### config.mk
export PLATFORM = sky130hd
export DESIGN_NAME = qdr_port_arbiter_flat
export DESIGN_NICKNAME = d
export VERILOG_FILES = /design/src/rtl/qdr_port_arbiter_if.sv /design/src/rtl/qdr_port_arbiter.sv /design/src/flat_wrapper.sv
export SDC_FILE = /design/constraint.sdc
export NUM_CORES = 1
export LEC_CHECK = 0
export CORE_AREA = 2 2 263 265
export DETAILED_ROUTE_END_ITERATION = 12
export DIE_AREA = 0 0 265 267
export SLEW_MARGIN = 20
export SYNTH_ARGS = -nofsm -noshare
export SYNTH_HDL_FRONTEND = slang
export SYNTH_SLANG_ARGS = --single-unit
### constraint.sdc
create_clock -name memclk -period 9.7 [get_ports memclk]
set_input_delay 1.94 -clock memclk [delete_from_list [all_inputs] [get_ports memclk]]
set_output_delay 1.94 -clock memclk [all_outputs]
set_load 0.03 [all_outputs]
### src/rtl/qdr_port_arbiter_if.sv
// rtl/qdr_port_arbiter_if.sv - requester-side and QDRII user-port signals of qdr_port_arbiter
interface qdr_port_arbiter_if #(
    parameter int NUM_REQ        = 2,
    parameter int MEM_ADDR_WIDTH = 19,
    parameter int MEM_WIDTH      = 36,
    parameter int MEM_BW_WIDTH   = 4
);
    // requester side
    logic [NUM_REQ-1:0]                  wr_req;
    logic [NUM_REQ*MEM_ADDR_WIDTH-1:0]   wr_addr;
    logic [NUM_REQ*4*MEM_WIDTH-1:0]      wr_data;
    logic [NUM_REQ*4*MEM_BW_WIDTH-1:0]   wr_bw_n;
    logic [NUM_REQ-1:0]                  wr_gnt;
    logic [NUM_REQ-1:0]                  rd_req;
    logic [NUM_REQ*MEM_ADDR_WIDTH-1:0]   rd_addr;
    logic [NUM_REQ-1:0]                  rd_gnt;
    logic [2*MEM_WIDTH-1:0]              rd_data;
    logic [NUM_REQ-1:0]                  rd_valid;
    // controller user port
    logic                                user_ad_w_n;
    logic                                user_d_w_n;
    logic [MEM_ADDR_WIDTH-1:0]           user_ad_wr;
    logic [2*MEM_BW_WIDTH-1:0]           user_bw_n;
    logic [2*MEM_WIDTH-1:0]              user_dw;
    logic                                user_r_n;
    logic [MEM_ADDR_WIDTH-1:0]           user_ad_rd;
    logic                                user_wr_full;
    logic                                user_rd_full;
    logic [2*MEM_WIDTH-1:0]              user_qr;
    logic                                user_qr_valid;

    modport slave (
        input  wr_req, wr_addr, wr_data, wr_bw_n, rd_req, rd_addr,
               user_wr_full, user_rd_full, user_qr, user_qr_valid,
        output wr_gnt, rd_gnt, rd_data, rd_valid,
               user_ad_w_n, user_d_w_n, user_ad_wr, user_bw_n, user_dw, user_r_n, user_ad_rd
    );

    modport master (
        output wr_req, wr_addr, wr_data, wr_bw_n, rd_req, rd_addr,
               user_wr_full, user_rd_full, user_qr, user_qr_valid,
        input  wr_gnt, rd_gnt, rd_data, rd_valid,
               user_ad_w_n, user_d_w_n, user_ad_wr, user_bw_n, user_dw, user_r_n, user_ad_rd
    );
endinterface

### src/rtl/qdr_port_arbiter.sv
// rtl/qdr_port_arbiter.sv - round-robin sharing of one QDRII user port; QDR_ARB_STATS_EN adds grant counters
module qdr_port_arbiter #(
    parameter int NUM_REQ        = 2,
    parameter int MEM_ADDR_WIDTH = 19,
    parameter int MEM_WIDTH      = 36,
    parameter int MEM_BW_WIDTH   = 4,
    parameter int TAG_DEPTH      = 16
) (
    input  logic                 memclk,
    input  logic                 memreset,
    input  logic                 cal_done,
    qdr_port_arbiter_if.slave    bus,
`ifdef QDR_ARB_STATS_EN
    output logic [31:0]          wr_grant_cnt,
    output logic [31:0]          rd_grant_cnt,
`endif
    output logic                 tag_overflow
);
    localparam int IW  = (NUM_REQ > 1) ? $clog2(NUM_REQ) : 1;
    localparam int AW  = MEM_ADDR_WIDTH;
    localparam int DW  = 2 * MEM_WIDTH;
    localparam int BWW = 2 * MEM_BW_WIDTH;
    localparam int TPW = $clog2(TAG_DEPTH);
    localparam int CW  = TPW + 1;

    typedef enum logic {WAIT_CAL, RUN}     run_state_t;
    typedef enum logic {W_IDLE, W_BEAT1}   wr_state_t;

    run_state_t          run_q, run_d;
    wr_state_t           wr_state_q, wr_state_d;
    logic [IW-1:0]       wr_ptr_q, wr_ptr_d, rd_ptr_q, rd_ptr_d, wr_win, rd_win;
    logic                ad_w_n_q, ad_w_n_d, d_w_n_q, d_w_n_d, r_n_q, r_n_d;
    logic [AW-1:0]       ad_wr_q, ad_wr_d, ad_rd_q, ad_rd_d;
    logic [DW-1:0]       dw_q, dw_d, beat1_q, beat1_d, rd_data_q, rd_data_d;
    logic [BWW-1:0]      bw_n_q, bw_n_d, bw1_q, bw1_d;
    logic [NUM_REQ-1:0]  wr_gnt, rd_gnt, rd_valid_q, rd_valid_d;
    logic                wr_fire, rd_fire, push, pop, ret_hit, tag_full, tag_empty;
    logic                beat_q, beat_d, ovf_q, ovf_d;
    logic [TPW-1:0]      tag_wp_q, tag_wp_d, tag_rp_q, tag_rp_d;
    logic [CW-1:0]       tag_cnt_q, tag_cnt_d;
    logic [IW-1:0]       tag_mem [TAG_DEPTH];
    logic [IW-1:0]       head;

    // first requesting index at or after ptr, wrapping
    function automatic logic [IW-1:0] rr_pick(input logic [NUM_REQ-1:0] req, input logic [IW-1:0] ptr);
        logic [IW-1:0] win;
        int            idx;
        win = '0;
        for (int i = NUM_REQ - 1; i >= 0; i--) begin
            idx = (int'(ptr) + i) % NUM_REQ;
            if (req[idx]) win = IW'(idx);
        end
        return win;
    endfunction

    function automatic logic [IW-1:0] rr_next(input logic [IW-1:0] win);
        return IW'((int'(win) + 1) % NUM_REQ);
    endfunction

    assign tag_full  = (tag_cnt_q == CW'(TAG_DEPTH));
    assign tag_empty = (tag_cnt_q == '0);
    assign head      = tag_mem[tag_rp_q];
    assign wr_win    = rr_pick(bus.wr_req, wr_ptr_q);
    assign rd_win    = rr_pick(bus.rd_req, rd_ptr_q);
    assign wr_fire   = !memreset && (run_q == RUN) && (wr_state_q == W_IDLE) && (|bus.wr_req) && !bus.user_wr_full;
    assign rd_fire   = !memreset && (run_q == RUN) && (|bus.rd_req) && !bus.user_rd_full && !tag_full;
    assign ret_hit   = bus.user_qr_valid && !tag_empty;
    assign push      = rd_fire;
    assign pop       = ret_hit && beat_q;

    // calibration gate: grants only while the controller reports calibrated
    always_comb begin
        run_d = run_q;
        case (run_q)
            WAIT_CAL: if (cal_done)  run_d = RUN;
            RUN:      if (!cal_done) run_d = WAIT_CAL;
            default:                 run_d = WAIT_CAL;
        endcase
    end

    // write channel: grant, then beat0 with address, then beat1
    always_comb begin
        wr_state_d = wr_state_q;
        wr_ptr_d   = wr_ptr_q;
        wr_gnt     = '0;
        ad_w_n_d   = 1'b1;
        d_w_n_d    = 1'b1;
        ad_wr_d    = ad_wr_q;
        dw_d       = dw_q;
        bw_n_d     = bw_n_q;
        beat1_d    = beat1_q;
        bw1_d      = bw1_q;
        case (wr_state_q)
            W_IDLE: begin
                if (wr_fire) begin
                    wr_gnt[wr_win] = 1'b1;
                    wr_ptr_d   = rr_next(wr_win);
                    ad_w_n_d   = 1'b0;
                    d_w_n_d    = 1'b0;
                    ad_wr_d    = bus.wr_addr[int'(wr_win) * AW +: AW];
                    dw_d       = bus.wr_data[int'(wr_win) * 2 * DW +: DW];
                    beat1_d    = bus.wr_data[int'(wr_win) * 2 * DW + DW +: DW];
                    bw_n_d     = bus.wr_bw_n[int'(wr_win) * 2 * BWW +: BWW];
                    bw1_d      = bus.wr_bw_n[int'(wr_win) * 2 * BWW + BWW +: BWW];
                    wr_state_d = W_BEAT1;
                end
            end
            W_BEAT1: begin
                d_w_n_d    = 1'b0;
                dw_d       = beat1_q;
                bw_n_d     = bw1_q;
                wr_state_d = W_IDLE;
            end
            default: wr_state_d = W_IDLE;
        endcase
    end

    // read issue, tag FIFO bookkeeping and return steering
    always_comb begin
        rd_gnt     = '0;
        rd_ptr_d   = rd_ptr_q;
        r_n_d      = 1'b1;
        ad_rd_d    = ad_rd_q;
        tag_wp_d   = tag_wp_q;
        tag_rp_d   = tag_rp_q;
        tag_cnt_d  = tag_cnt_q;
        beat_d     = beat_q;
        ovf_d      = ovf_q;
        rd_valid_d = '0;
        rd_data_d  = rd_data_q;
        if (rd_fire) begin
            rd_gnt[rd_win] = 1'b1;
            rd_ptr_d = rr_next(rd_win);
            r_n_d    = 1'b0;
            ad_rd_d  = bus.rd_addr[int'(rd_win) * AW +: AW];
            tag_wp_d = tag_wp_q + TPW'(1);
        end
        if (bus.user_qr_valid) begin
            rd_data_d = bus.user_qr;
            if (tag_empty) begin
                ovf_d = 1'b1;
            end else begin
                rd_valid_d[head] = 1'b1;
                beat_d = !beat_q;
            end
        end
        if (pop) tag_rp_d = tag_rp_q + TPW'(1);
        case ({push, pop})
            2'b10:   tag_cnt_d = tag_cnt_q + CW'(1);
            2'b01:   tag_cnt_d = tag_cnt_q - CW'(1);
            default: tag_cnt_d = tag_cnt_q;
        endcase
    end

    // state and output registers
    always_ff @(posedge memclk) begin
        if (memreset) begin
            run_q      <= WAIT_CAL;
            wr_state_q <= W_IDLE;
            wr_ptr_q   <= '0;
            rd_ptr_q   <= '0;
            ad_w_n_q   <= 1'b1;
            d_w_n_q    <= 1'b1;
            r_n_q      <= 1'b1;
            ad_wr_q    <= '0;
            ad_rd_q    <= '0;
            dw_q       <= '0;
            beat1_q    <= '0;
            bw_n_q     <= '0;
            bw1_q      <= '0;
            rd_data_q  <= '0;
            rd_valid_q <= '0;
            tag_wp_q   <= '0;
            tag_rp_q   <= '0;
            tag_cnt_q  <= '0;
            beat_q     <= 1'b0;
            ovf_q      <= 1'b0;
        end else begin
            run_q      <= run_d;
            wr_state_q <= wr_state_d;
            wr_ptr_q   <= wr_ptr_d;
            rd_ptr_q   <= rd_ptr_d;
            ad_w_n_q   <= ad_w_n_d;
            d_w_n_q    <= d_w_n_d;
            r_n_q      <= r_n_d;
            ad_wr_q    <= ad_wr_d;
            ad_rd_q    <= ad_rd_d;
            dw_q       <= dw_d;
            beat1_q    <= beat1_d;
            bw_n_q     <= bw_n_d;
            bw1_q      <= bw1_d;
            rd_data_q  <= rd_data_d;
            rd_valid_q <= rd_valid_d;
            tag_wp_q   <= tag_wp_d;
            tag_rp_q   <= tag_rp_d;
            tag_cnt_q  <= tag_cnt_d;
            beat_q     <= beat_d;
            ovf_q      <= ovf_d;
        end
    end

    // tag storage: requester index of each outstanding read, in issue order
    always_ff @(posedge memclk) begin
        if (push) tag_mem[tag_wp_q] <= rd_win;
    end

`ifdef QDR_ARB_STATS_EN
    logic [31:0] wr_cnt_q, rd_cnt_q;

    // saturating grant totals
    always_ff @(posedge memclk) begin
        if (memreset) begin
            wr_cnt_q <= '0;
            rd_cnt_q <= '0;
        end else begin
            if ((|wr_gnt) && (wr_cnt_q != '1)) wr_cnt_q <= wr_cnt_q + 32'd1;
            if ((|rd_gnt) && (rd_cnt_q != '1)) rd_cnt_q <= rd_cnt_q + 32'd1;
        end
    end

    assign wr_grant_cnt = wr_cnt_q;
    assign rd_grant_cnt = rd_cnt_q;
`endif

    assign bus.wr_gnt      = wr_gnt;
    assign bus.rd_gnt      = rd_gnt;
    assign bus.rd_data     = rd_data_q;
    assign bus.rd_valid    = rd_valid_q;
    assign bus.user_ad_w_n = ad_w_n_q;
    assign bus.user_d_w_n  = d_w_n_q;
    assign bus.user_ad_wr  = ad_wr_q;
    assign bus.user_bw_n   = bw_n_q;
    assign bus.user_dw     = dw_q;
    assign bus.user_r_n    = r_n_q;
    assign bus.user_ad_rd  = ad_rd_q;
    assign tag_overflow    = ovf_q;
endmodule

### src/flat_wrapper.sv
// flat-port wrapper written by rule: the top's interface ports become plain ports
module qdr_port_arbiter_flat 
#(
    parameter int NUM_REQ        = 2,
    parameter int MEM_ADDR_WIDTH = 19,
    parameter int MEM_WIDTH      = 36,
    parameter int MEM_BW_WIDTH   = 4,
    parameter int TAG_DEPTH      = 16
)
  (memclk, memreset, cal_done, tag_overflow, bus_wr_req, bus_wr_addr, bus_wr_data, bus_wr_bw_n, bus_rd_req, bus_rd_addr, bus_user_wr_full, bus_user_rd_full, bus_user_qr, bus_user_qr_valid, bus_wr_gnt, bus_rd_gnt, bus_rd_data, bus_rd_valid, bus_user_ad_w_n, bus_user_d_w_n, bus_user_ad_wr, bus_user_bw_n, bus_user_dw, bus_user_r_n, bus_user_ad_rd);
  qdr_port_arbiter_if #(.NUM_REQ(NUM_REQ), .MEM_ADDR_WIDTH(MEM_ADDR_WIDTH), .MEM_WIDTH(MEM_WIDTH), .MEM_BW_WIDTH(MEM_BW_WIDTH)) bus_i ();
  input  logic memclk;
  input  logic memreset;
  input  logic cal_done;
  output logic tag_overflow;
  input wire logic [$bits(bus_i.wr_req)-1:0] bus_wr_req;
  input wire logic [$bits(bus_i.wr_addr)-1:0] bus_wr_addr;
  input wire logic [$bits(bus_i.wr_data)-1:0] bus_wr_data;
  input wire logic [$bits(bus_i.wr_bw_n)-1:0] bus_wr_bw_n;
  input wire logic [$bits(bus_i.rd_req)-1:0] bus_rd_req;
  input wire logic [$bits(bus_i.rd_addr)-1:0] bus_rd_addr;
  input wire logic [$bits(bus_i.user_wr_full)-1:0] bus_user_wr_full;
  input wire logic [$bits(bus_i.user_rd_full)-1:0] bus_user_rd_full;
  input wire logic [$bits(bus_i.user_qr)-1:0] bus_user_qr;
  input wire logic [$bits(bus_i.user_qr_valid)-1:0] bus_user_qr_valid;
  output wire logic [$bits(bus_i.wr_gnt)-1:0] bus_wr_gnt;
  output wire logic [$bits(bus_i.rd_gnt)-1:0] bus_rd_gnt;
  output wire logic [$bits(bus_i.rd_data)-1:0] bus_rd_data;
  output wire logic [$bits(bus_i.rd_valid)-1:0] bus_rd_valid;
  output wire logic [$bits(bus_i.user_ad_w_n)-1:0] bus_user_ad_w_n;
  output wire logic [$bits(bus_i.user_d_w_n)-1:0] bus_user_d_w_n;
  output wire logic [$bits(bus_i.user_ad_wr)-1:0] bus_user_ad_wr;
  output wire logic [$bits(bus_i.user_bw_n)-1:0] bus_user_bw_n;
  output wire logic [$bits(bus_i.user_dw)-1:0] bus_user_dw;
  output wire logic [$bits(bus_i.user_r_n)-1:0] bus_user_r_n;
  output wire logic [$bits(bus_i.user_ad_rd)-1:0] bus_user_ad_rd;
  assign bus_i.wr_req = bus_wr_req;
  assign bus_i.wr_addr = bus_wr_addr;
  assign bus_i.wr_data = bus_wr_data;
  assign bus_i.wr_bw_n = bus_wr_bw_n;
  assign bus_i.rd_req = bus_rd_req;
  assign bus_i.rd_addr = bus_rd_addr;
  assign bus_i.user_wr_full = bus_user_wr_full;
  assign bus_i.user_rd_full = bus_user_rd_full;
  assign bus_i.user_qr = bus_user_qr;
  assign bus_i.user_qr_valid = bus_user_qr_valid;
  assign bus_wr_gnt = bus_i.wr_gnt;
  assign bus_rd_gnt = bus_i.rd_gnt;
  assign bus_rd_data = bus_i.rd_data;
  assign bus_rd_valid = bus_i.rd_valid;
  assign bus_user_ad_w_n = bus_i.user_ad_w_n;
  assign bus_user_d_w_n = bus_i.user_d_w_n;
  assign bus_user_ad_wr = bus_i.user_ad_wr;
  assign bus_user_bw_n = bus_i.user_bw_n;
  assign bus_user_dw = bus_i.user_dw;
  assign bus_user_r_n = bus_i.user_r_n;
  assign bus_user_ad_rd = bus_i.user_ad_rd;
  qdr_port_arbiter #(.NUM_REQ(NUM_REQ), .MEM_ADDR_WIDTH(MEM_ADDR_WIDTH), .MEM_WIDTH(MEM_WIDTH), .MEM_BW_WIDTH(MEM_BW_WIDTH), .TAG_DEPTH(TAG_DEPTH)) u_core (.memclk(memclk), .memreset(memreset), .cal_done(cal_done), .bus(bus_i), .tag_overflow(tag_overflow));
endmodule
==> impl_metrics.ini, run 1 <==
[synthesis]
async_flop_share_pct = 0
ys.flop_type = dfxtp_1
synth_edf_count = 16
ys_types = 56
synthCells = 1256
ys_seq_elements = 314
yosys_warnings = 0
ys_seq_area_share_pct = 52.1
synth_nets = 1741
syn_avg_cell_area_um2 = 9.86
synth_area_um2 = 12400

[pwr]
p_leak_nw = 7.42
power_frac_comb_pct = 13.6
clockPowerShare_pct = 45.1
swShare_pct = 24.0
p_per_area_nw_per_um2 = 155
ir_worst_vdd_mv = 0.121
internal_power_w = 0.00250
switchingPower_w = 0.000791
pwr-share-seq_pct = 41.3

[floorplan]
rows = 96
die_area_um2 = 70800
ios = 678
initial_utilization_pct = 18.2
core_um2 = 68000
fp.dieW_um = 265
die_height_um = 267

[cts]
clk_pin_slew_ns = 0.06
clk_latency_ns = 0.55
cts_resized = 0
max-clock-path-buffers = 3
cts_buffers = 37
cts_tree = built
post_cts_buffers = 0
cts_hold_buffers = 0
clock_sinks = 314
cts_root_buffer = clkbuf_16
cts_max_level = 2

[worst_setup_path]
end_kind = output pin
startpoint_type = input port
critPathMaxFanout = 42
worstSetupPathType = input port to output pin
worstReg2RegStart = u_core.tag_cnt_q[2]
cp.arrival_ns = 4.44
r2r_slack_ns = 6.32
crit_required_ns = 7.76
cp-startpoint = bus_user_wr_full

[global_route]
grt_pass1_vias = 12700
antenna_found_initial = 4
grt_max_degree = 94
grt.overflow.total = 0
grt_pass1_wl_mm = 73.7
grt_usage_pct = 13.1

[layout]
final_cell_mix = clkdlybuf4s50_1, dfxtp_1, nor2_1
multi_input_area_um2 = 5410
stdcell_area_um2 = 21200
area_delta_synth_final_pct = 71.1
drive_gt1_share_pct = 5.09
fin_cells = 2768
layout_commonest_cell = clkdlybuf4s50_1
register_area_um2 = 6450
fin_util_pct = 31.2
nets = 2344
insertedDiodeCount = 0
fillers = 6896

[timing]
clock_skew_ns = 0.0190
period_needed_ns = 6.38
maxSlewViolCount = 0
setup_tns_ns = 0
hold_viol = 0
max_clock_freq_ghz = 0.157
setup_ws_ns = 3.32
setup_viol = 0
rsz0062_at_grt = no
tightest_slew_ns = 1.10
period_share_pct = 65.8
relSlewSlack_pct = 26.8

[run_status]
outcome = finished clean

[placed_design]
port_buffers = 677
pre_cts_slack_ns = 3.43
dp_hpwl_mm = 36.5
place_congestion = 0.840
place_area_um2 = 19900
dp_cells = 2702

[routing]
drtPass1Iterations = 9
drc = 0
routed_wirelength_mm = 50.3
vias_per_cell = 4.58
wl_per_cell_um = 18.2
ant_nets = 0
drt_iter0_markers = 1099
via_count = 12700

[flow_run]
drv_cap = 0

[hold_path]
hp-class = flop to flop
holdCritStartpoint = u_core.wr_ptr_q
[cell families (layout without fill, tap and decap cells)]
kind of cell | after synthesis | in the layout | share of synthesized area [%]
compound gates | 390 | 390 | 24.4
xor+xnor | 11 | 11 | 0.778
simple gates | 316 | 316 | 10.6
mux | 81 | 81 | 6.95
flops | 314 | 314 | 52.1
fa+ha+maj | 7 | 7 | 0.707
buf+inv | 137 | 767 | 4.52
[power by group through the flow]
stage	clock network, W	registers (W)	logic [W]
floorplan	0	0.00144	0.000103
global placement	0	0.00139	0.000445
detailed placement	0	0.00139	0.000448
CTS	0.00154	0.00136	0.000451
global route	0.00159	0.00136	0.000473
finish	0.00149	0.00136	0.000447
[worst paths after layout]
path | end | cells after the start
setup / recovery | bus_wr_gnt[1] | 4
hold / removal | u_core.wr_ptr_q | 2
setup reg to reg | u_core.tag_cnt_q[2] | 10
hold reg to reg | u_core.wr_ptr_q | 2
[critical path, stage by stage]
cell and delay [ns]:
clkdlybuf4s50_1 0.46, nor3_1 0.59, and3_4 0.67, clkdlybuf4s50_1 0.78
[stage by stage]
step / hold WS [ns] / power (W)
global route: 0.514 / 0.00342
global placement: 0.471 / 0.00183
CTS: 0.485 / 0.00335
detailed placement: 0.472 / 0.00183
floorplan: 0.454 / 0.00154
finish: 0.488 / 0.00329
[sequential cells by signal, summed over array words and instances, names as in the netlist, 2 cells and up, named ones only]
| signal | flops |
|---|---|
| u_core.beat1_q | 72 |
| u_core.bus.rd_data | 72 |
| u_core.bus.rd_valid | 2 |
| u_core.bus.user_ad_rd | 19 |
| u_core.bus.user_ad_wr | 19 |
| u_core.bus.user_bw_n | 8 |
| u_core.bus.user_dw | 72 |
| u_core.bw1_q | 8 |
| u_core.tag_cnt_q | 5 |
| u_core.tag_mem | 16 |
| u_core.tag_rp_q | 4 |
| u_core.tag_wp_q | 4 |
[synthesized netlist by cell type, types with 2 or more instances]
| cell type | instances | share of area [%] |
|---|---|---|
| a31oi_1 | 2 | 0.10 |
| mux4_2 | 4 | 0.73 |
| nand4_1 | 2 | 0.10 |
| nor3_1 | 11 | 0.44 |
| xnor2_1 | 3 | 0.21 |
| ha_1 | 7 | 0.71 |
| clkbuf_1 | 88 | 2.7 |
| nand4b_1 | 3 | 0.21 |
| o21ai_0 | 4 | 0.16 |
| a22oi_1 | 160 | 9.7 |
| a311oi_1 | 19 | 1.3 |
| nor2b_1 | 2 | 0.10 |
| a221o_1 | 2 | 0.16 |
| buf_2 | 36 | 1.5 |
| a21oi_1 | 85 | 3.4 |
| a222oi_1 | 99 | 8.0 |
| buf_1 | 2 | 0.061 |
| nor2_1 | 230 | 7.0 |
| and3_1 | 2 | 0.10 |
| edfxtp_1 | 16 | 3.9 |
| xor2_1 | 8 | 0.57 |
| inv_1 | 10 | 0.30 |
| a211oi_1 | 4 | 0.24 |
| a211o_1 | 2 | 0.14 |
| nand2_1 | 50 | 1.5 |
| mux2i_1 | 77 | 6.2 |
| nand2b_1 | 2 | 0.10 |
| dfxtp_1 | 298 | 48 |
[cell type report]
type,count,share of cell area (%)
Timing Repair Buffer,690,32.5
Sequential cell,314,30.4
Multi-Input combinational cell,805,25.5
Tap cell,882,5.21
Clock buffer,47,4.78
Clock inverter,19,1.36
Inverter,11,0.201
[layer usage]
layer,GRT usage [%],vias up,share of wire (%)
met2,22.9,604,50
met4,5.65,8,3.5
met1,14.9,5981,38
met3,3.74,108,8.2
li1,-,5966,-
met5,0,-,0.091
(Power assumes the default switching activity.)
==> inputs of run 2 (changes only) <==
CORE_AREA = 2 2 264 266   (was 2 2 263 265)
DIE_AREA = 0 0 266 268   (was 0 0 265 267)
clock period = 5.4 ns   (was 9.7 ns; I/O delays follow)
==> run 2 against run 1 <==
Against the previous run:
- hold slack improved by 0.0040 ns
- sequential share of layout area about the same
- wire length increased by 1.6%
- critical path depth unchanged
- global-route usage about the same
- critical path type unchanged
- critical endpoint is now bus_wr_gnt[0]
- largest power group unchanged
- highest routed layer unchanged
==> impl_metrics.ini, run 2 (synthesis gave the netlist of run 1 again) <==
[pwr]
p_leak_nw = 7.41
p_total_w = 0.00584
ir_worst_vdd_mv = 0.186
p_per_area_nw_per_um2 = 276

[layout]
stdcell_area_um2 = 21200
fin_cells = 2769
nets = 2346
final_cell_mix = clkdlybuf4s50_1, dfxtp_1, nor2_1
area_delta_synth_final_pct = 70.9
fillers = 6944
drive_gt1_share_pct = 4.93
layout_commonest_cell = clkdlybuf4s50_1
insertedDiodeCount = 0

[cts]
clk_latency_ns = 0.56
clk_pin_slew_ns = 0.05
max-clock-path-buffers = 3
cts_buffers = 38
cts_max_level = 2
cts_resized = 0
cts_root_buffer = clkbuf_16
cts_tree = built
post_cts_buffers = 0
cts_hold_buffers = 0
clock_sinks = 314

[placed_design]
port_buffers = 677
dp_hpwl_mm = 36.9
place_congestion = 0.836
place_area_um2 = 19900
dp_cells = 2703
pre_cts_slack_ns = 1.13

[timing]
max_clock_freq_ghz = 0.235
maxSlewViolCount = 0
period_share_pct = 78.9
period_needed_ns = 4.26
hold_viol = 0
setup_viol = 0
tightest_slew_ns = 1.10
clock_skew_ns = 0.0171
setup_tns_ns = 0
setup_ws_ns = 1.14
relSlewSlack_pct = 26.4
rsz0062_at_grt = no

[worst_setup_path]
critPathMaxFanout = 3
path_depth = 4
r2r-end = u_core.tag_cnt_q[2]
rr_worst_depth = 10
worstSetupEndpoint = bus_wr_gnt[0]
end_kind = output pin
worstReg2RegStart = u_core.tag_cnt_q[2]
crit_required_ns = 4.32
cp-startpoint = bus_user_wr_full
worstPathCellList = clkdlybuf4s50_1 -> nor3_1 -> and3_4 -> clkdlybuf4s50_1
cpPeakStageDelay_ns = 0.73
r2r_slack_ns = 2.02
cpMostUsedCell = clkdlybuf4s50_1
worstSetupPathType = input port to output pin
cp.arrival_ns = 3.18
path_delay_family = buffers and inverters
crit_buf_inv = 2
startpoint_type = input port
cpMaxStageDelayCell = clkdlybuf4s50_1

[routing]
via_count = 12800
wl_per_cell_um = 18.5
drt_iter0_markers = 1202
vias_per_cell = 4.61
routed_wirelength_mm = 51.1
ant_nets = 0
drtPass1Iterations = 6
drc = 0

[global_route]
grt_usage_pct = 13.2
antenna_found_initial = 1
grt_max_degree = 181
grt_pass1_wl_mm = 74.0
grt.overflow.total = 0
grt_pass1_vias = 12600

[floorplan]
initial_utilization_pct = 18.2
fp.dieW_um = 266
die_area_um2 = 71300
ios = 678
core_um2 = 68200
rows = 96
die_height_um = 268

[flow_run]
drv_cap = 0

[hold_path]
hp-class = flop to flop
whs_path_depth = 2

[run_status]
outcome = finished clean
## run 2: cell types whose count changed in the layout (fill, tap and decap cells not counted), sizes merged
cell / before / now
buf: 15 / 16
bufinv: 6 / 4
clkbuf: 47 / 46
clkinv: 9 / 13
clkinvlp: 4 / 2
inv: 11 / 12
## run 2: how the worst min path moves through the flow
stage / start / endpoint / slack, ns
6_report: u_core.tag_overflow / u_core.tag_overflow / 0.49
5_1_grt: u_core.tag_overflow / u_core.tag_overflow / 0.51
4_1_cts: u_core.tag_overflow / u_core.tag_overflow / 0.50
3_5_place_dp: u_core.tag_overflow / u_core.tag_overflow / 0.48
3_3_place_gp: u_core.tag_overflow / u_core.tag_overflow / 0.46
2_1_floorplan: u_core.wr_ptr_q / u_core.wr_ptr_q / 0.45
## run 2: per-layer routing
layer | vias up | track usage, % | part of all wire (%)
li1 | 5969 | - | -
met1 | 6126 | 14.8 | 38
met2 | 585 | 23.8 | 51
met3 | 88 | 3.11 | 7.3
met4 | 2 | 5.27 | 3.3
met5 | - | 0 | 0.020
## run 2: cell type report
cell class | count | area, µm² | area share (%)
multi-input combinational | 805 | 5410 | 25.6
clock inverter | 20 | 253 | 1.19
sequential | 314 | 6450 | 30.5
timing repair buffer | 691 | 6910 | 32.6
tap | 882 | 1100 | 5.21
inverter | 11 | 42.5 | 0.201
clock buffer | 46 | 1000 | 4.73
## run 2: power by group
group          leakage, nW  internal, W  switching [W]
combinational         4.23     0.000466       0.000343
clock                0.609      0.00153        0.00106
sequential            2.57      0.00240      0.0000390
total                 7.41      0.00439        0.00144
## run 2: worst register-to-register path, delay by kind of cell (launching register included)
kind	cells	cell delay (ns)
buf+inv	1	0.14
compound gates	3	1.00
flops	1	0.67
xor+xnor	2	0.38
simple gates	2	0.47
fa+ha+maj	2	0.63
## run 2: through the flow
stage	util (%)	hold WS (ns)
finish	31.0	0.492
global route	31.0	0.512
CTS	31.0	0.496
detailed placement	29.2	0.476
global placement	29.2	0.461
floorplan	-	0.454
==> inputs of run 3 (changes only) <==
CORE_AREA = 2 2 265 267   (was 2 2 264 266)
DIE_AREA = 0 0 267 269   (was 0 0 266 268)
clock period = 4 ns   (was 5.4 ns; I/O delays follow)
==> run 3 against run 2 <==
Against the previous run:
- sequential power up 35%
- critical path type unchanged
- clock power up 26%
- die area up 0.75%
- hold slack worse by 0.0090 ns
- utilization down 0.39 points
- combinational power up 36%
- first-iteration DRC count down 11%
==> impl_metrics.ini, run 3 (synthesis gave the netlist of run 1 again) <==
[worst_setup_path]
cpMaxStageDelayCell = clkdlybuf4s50_1
end_kind = output pin
crit_buf_inv = 3
path_delay_family = buffers and inverters
cp.arrival_ns = 2.75
worstSetupPathType = input port to output pin
crit_required_ns = 3.20
critPathMaxFanout = 3
cpPeakStageDelay_ns = 0.70
startpoint_type = input port
worstPathCellList = clkdlybuf4s50_1 -> nor2_1 -> a2111oi_4 -> inv_1 -> nor2_1 -> clkdlybuf4s50_1

[pwr]
internal_power_w = 0.00575
pwr-share-seq_pct = 43.0
p_per_area_nw_per_um2 = 361
switchingPower_w = 0.00192
p_leak_nw = 7.43
ir_worst_vdd_mv = 0.257
clockPowerShare_pct = 42.6
p_total_w = 0.00767
power_frac_comb_pct = 14.3
swShare_pct = 25.0

[global_route]
grt_pass1_wl_mm = 74.4
grt_pass1_vias = 12500
grt_max_degree = 129
grt_usage_pct = 13.2
antenna_found_initial = 5
grt.overflow.total = 0

[cts]
clk_latency_ns = 0.55
post_cts_buffers = 0
cts_tree = built
cts_resized = 0
cts_buffers = 37
cts_max_level = 2
max-clock-path-buffers = 3
cts_root_buffer = clkbuf_16
clock_sinks = 314
cts_hold_buffers = 0
clk_pin_slew_ns = 0.06

[routing]
wl_per_cell_um = 18.4
ant_nets = 0
routed_wirelength_mm = 52.1
drtPass1Iterations = 9
via_count = 12800
drt_iter0_markers = 1071
drc = 0
vias_per_cell = 4.51

[timing]
setup_tns_ns = 0
setup_viol = 0
hold_viol = 0
period_share_pct = 88.8
period_needed_ns = 3.55
maxSlewViolCount = 0
tightest_slew_ns = 0.990
max_clock_freq_ghz = 0.282
rsz0062_at_grt = no
clock_skew_ns = 0.0107
relSlewSlack_pct = 34.0

[floorplan]
initial_utilization_pct = 17.9
rows = 97
die_height_um = 269
fp.dieW_um = 267
core_um2 = 69300
ios = 678
die_area_um2 = 71800

[layout]
fin_cells = 2837
layout_commonest_cell = clkdlybuf4s50_1
final_cell_mix = clkdlybuf4s50_1, dfxtp_1, nor2_1
area_delta_synth_final_pct = 71.5
drive_gt1_share_pct = 5.38
nets = 2352

[run_status]
outcome = finished clean

[placed_design]
dp_cells = 2768
dp_hpwl_mm = 37.9
port_buffers = 677
place_congestion = 0.885

[hold_path]
hp-class = flop to flop

[flow_run]
drv_cap = 0
-- run 3: cell types whose count changed in the layout (fill, tap and decap cells not counted), sizes merged --
cell,delta
buf,+9
clkbuf,+3
clkinv,+1
inv,+1
clkdlybuf4s50,-2
diode,+2
clkinvlp,-1
bufinv,-3
-- run 3: final timing paths --
| check | slack [ns] | from | endpoint | cells past startpoint |
|---|---|---|---|---|
| worst min register to register | 0.48 | u_core.tag_overflow | u_core.tag_overflow | 2 |
| worst max register to register | 0.84 | u_core.tag_cnt_q[2] | u_core.tag_cnt_q[4] | 9 |
| worst max-delay path | 0.45 | bus_rd_req[0] | bus_rd_gnt[1] | 6 |
| worst min-delay path | 0.48 | u_core.tag_overflow | u_core.tag_overflow | 2 |
-- run 3: per-stage QoR --
stage               utilization, %  area, µm²  hold WS (ns)  setup slack (ns)
floorplan                        -      12400         0.454             0.324
detailed placement            29.0      20100         0.465             0.345
global route                  30.6      21200         0.505             0.289
global placement              29.0      20100         0.472             0.354
finish                        30.6      21200         0.483             0.448
CTS                           30.6      21200         0.485             0.407
-- run 3: layout make-up --
class,instances,area (µm²)
Tap cell,940,1180
Clock inverter,18,136
Inverter,11,42.5
Clock buffer,49,1020
Multi-Input combinational cell,805,5410
Fill cell,7086,48100
Antenna cell,2,5.00
Timing Repair Buffer,698,6990
Sequential cell,314,6450
-- run 3: worst reg2reg max path, cell delays in order, from the launching register on --
cell,delay [ns]
dfxtp_1,0.65
nor4_4,0.16
a2111oi_4,0.38
inv_1,0.14
ha_1,0.54
nand3b_1,0.22
a211o_1,0.12
mux2i_1,0.08
or4b_1,0.58
a221oi_2,0.19
-- run 3: per-layer routing --
layer,vias to the layer above,wire length (µm),global-route usage [%]
met3,98,4230,3.54
met1,6089,20700,15.5
li1,5977,-,-
met5,-,35,0
met4,6,1560,4.97
met2,615,25500,23.1
-- run 3: power by group through the flow --
stage	Combinational (W)	Sequential (W)	Clock, W
final	0.00110	0.00330	0.00327
after global routing	0.00116	0.00331	0.00350
after CTS	0.00111	0.00330	0.00340
after detailed placement	0.00110	0.00336	0
after global placement	0.00109	0.00336	0
after floorplan	0.000250	0.00349	0
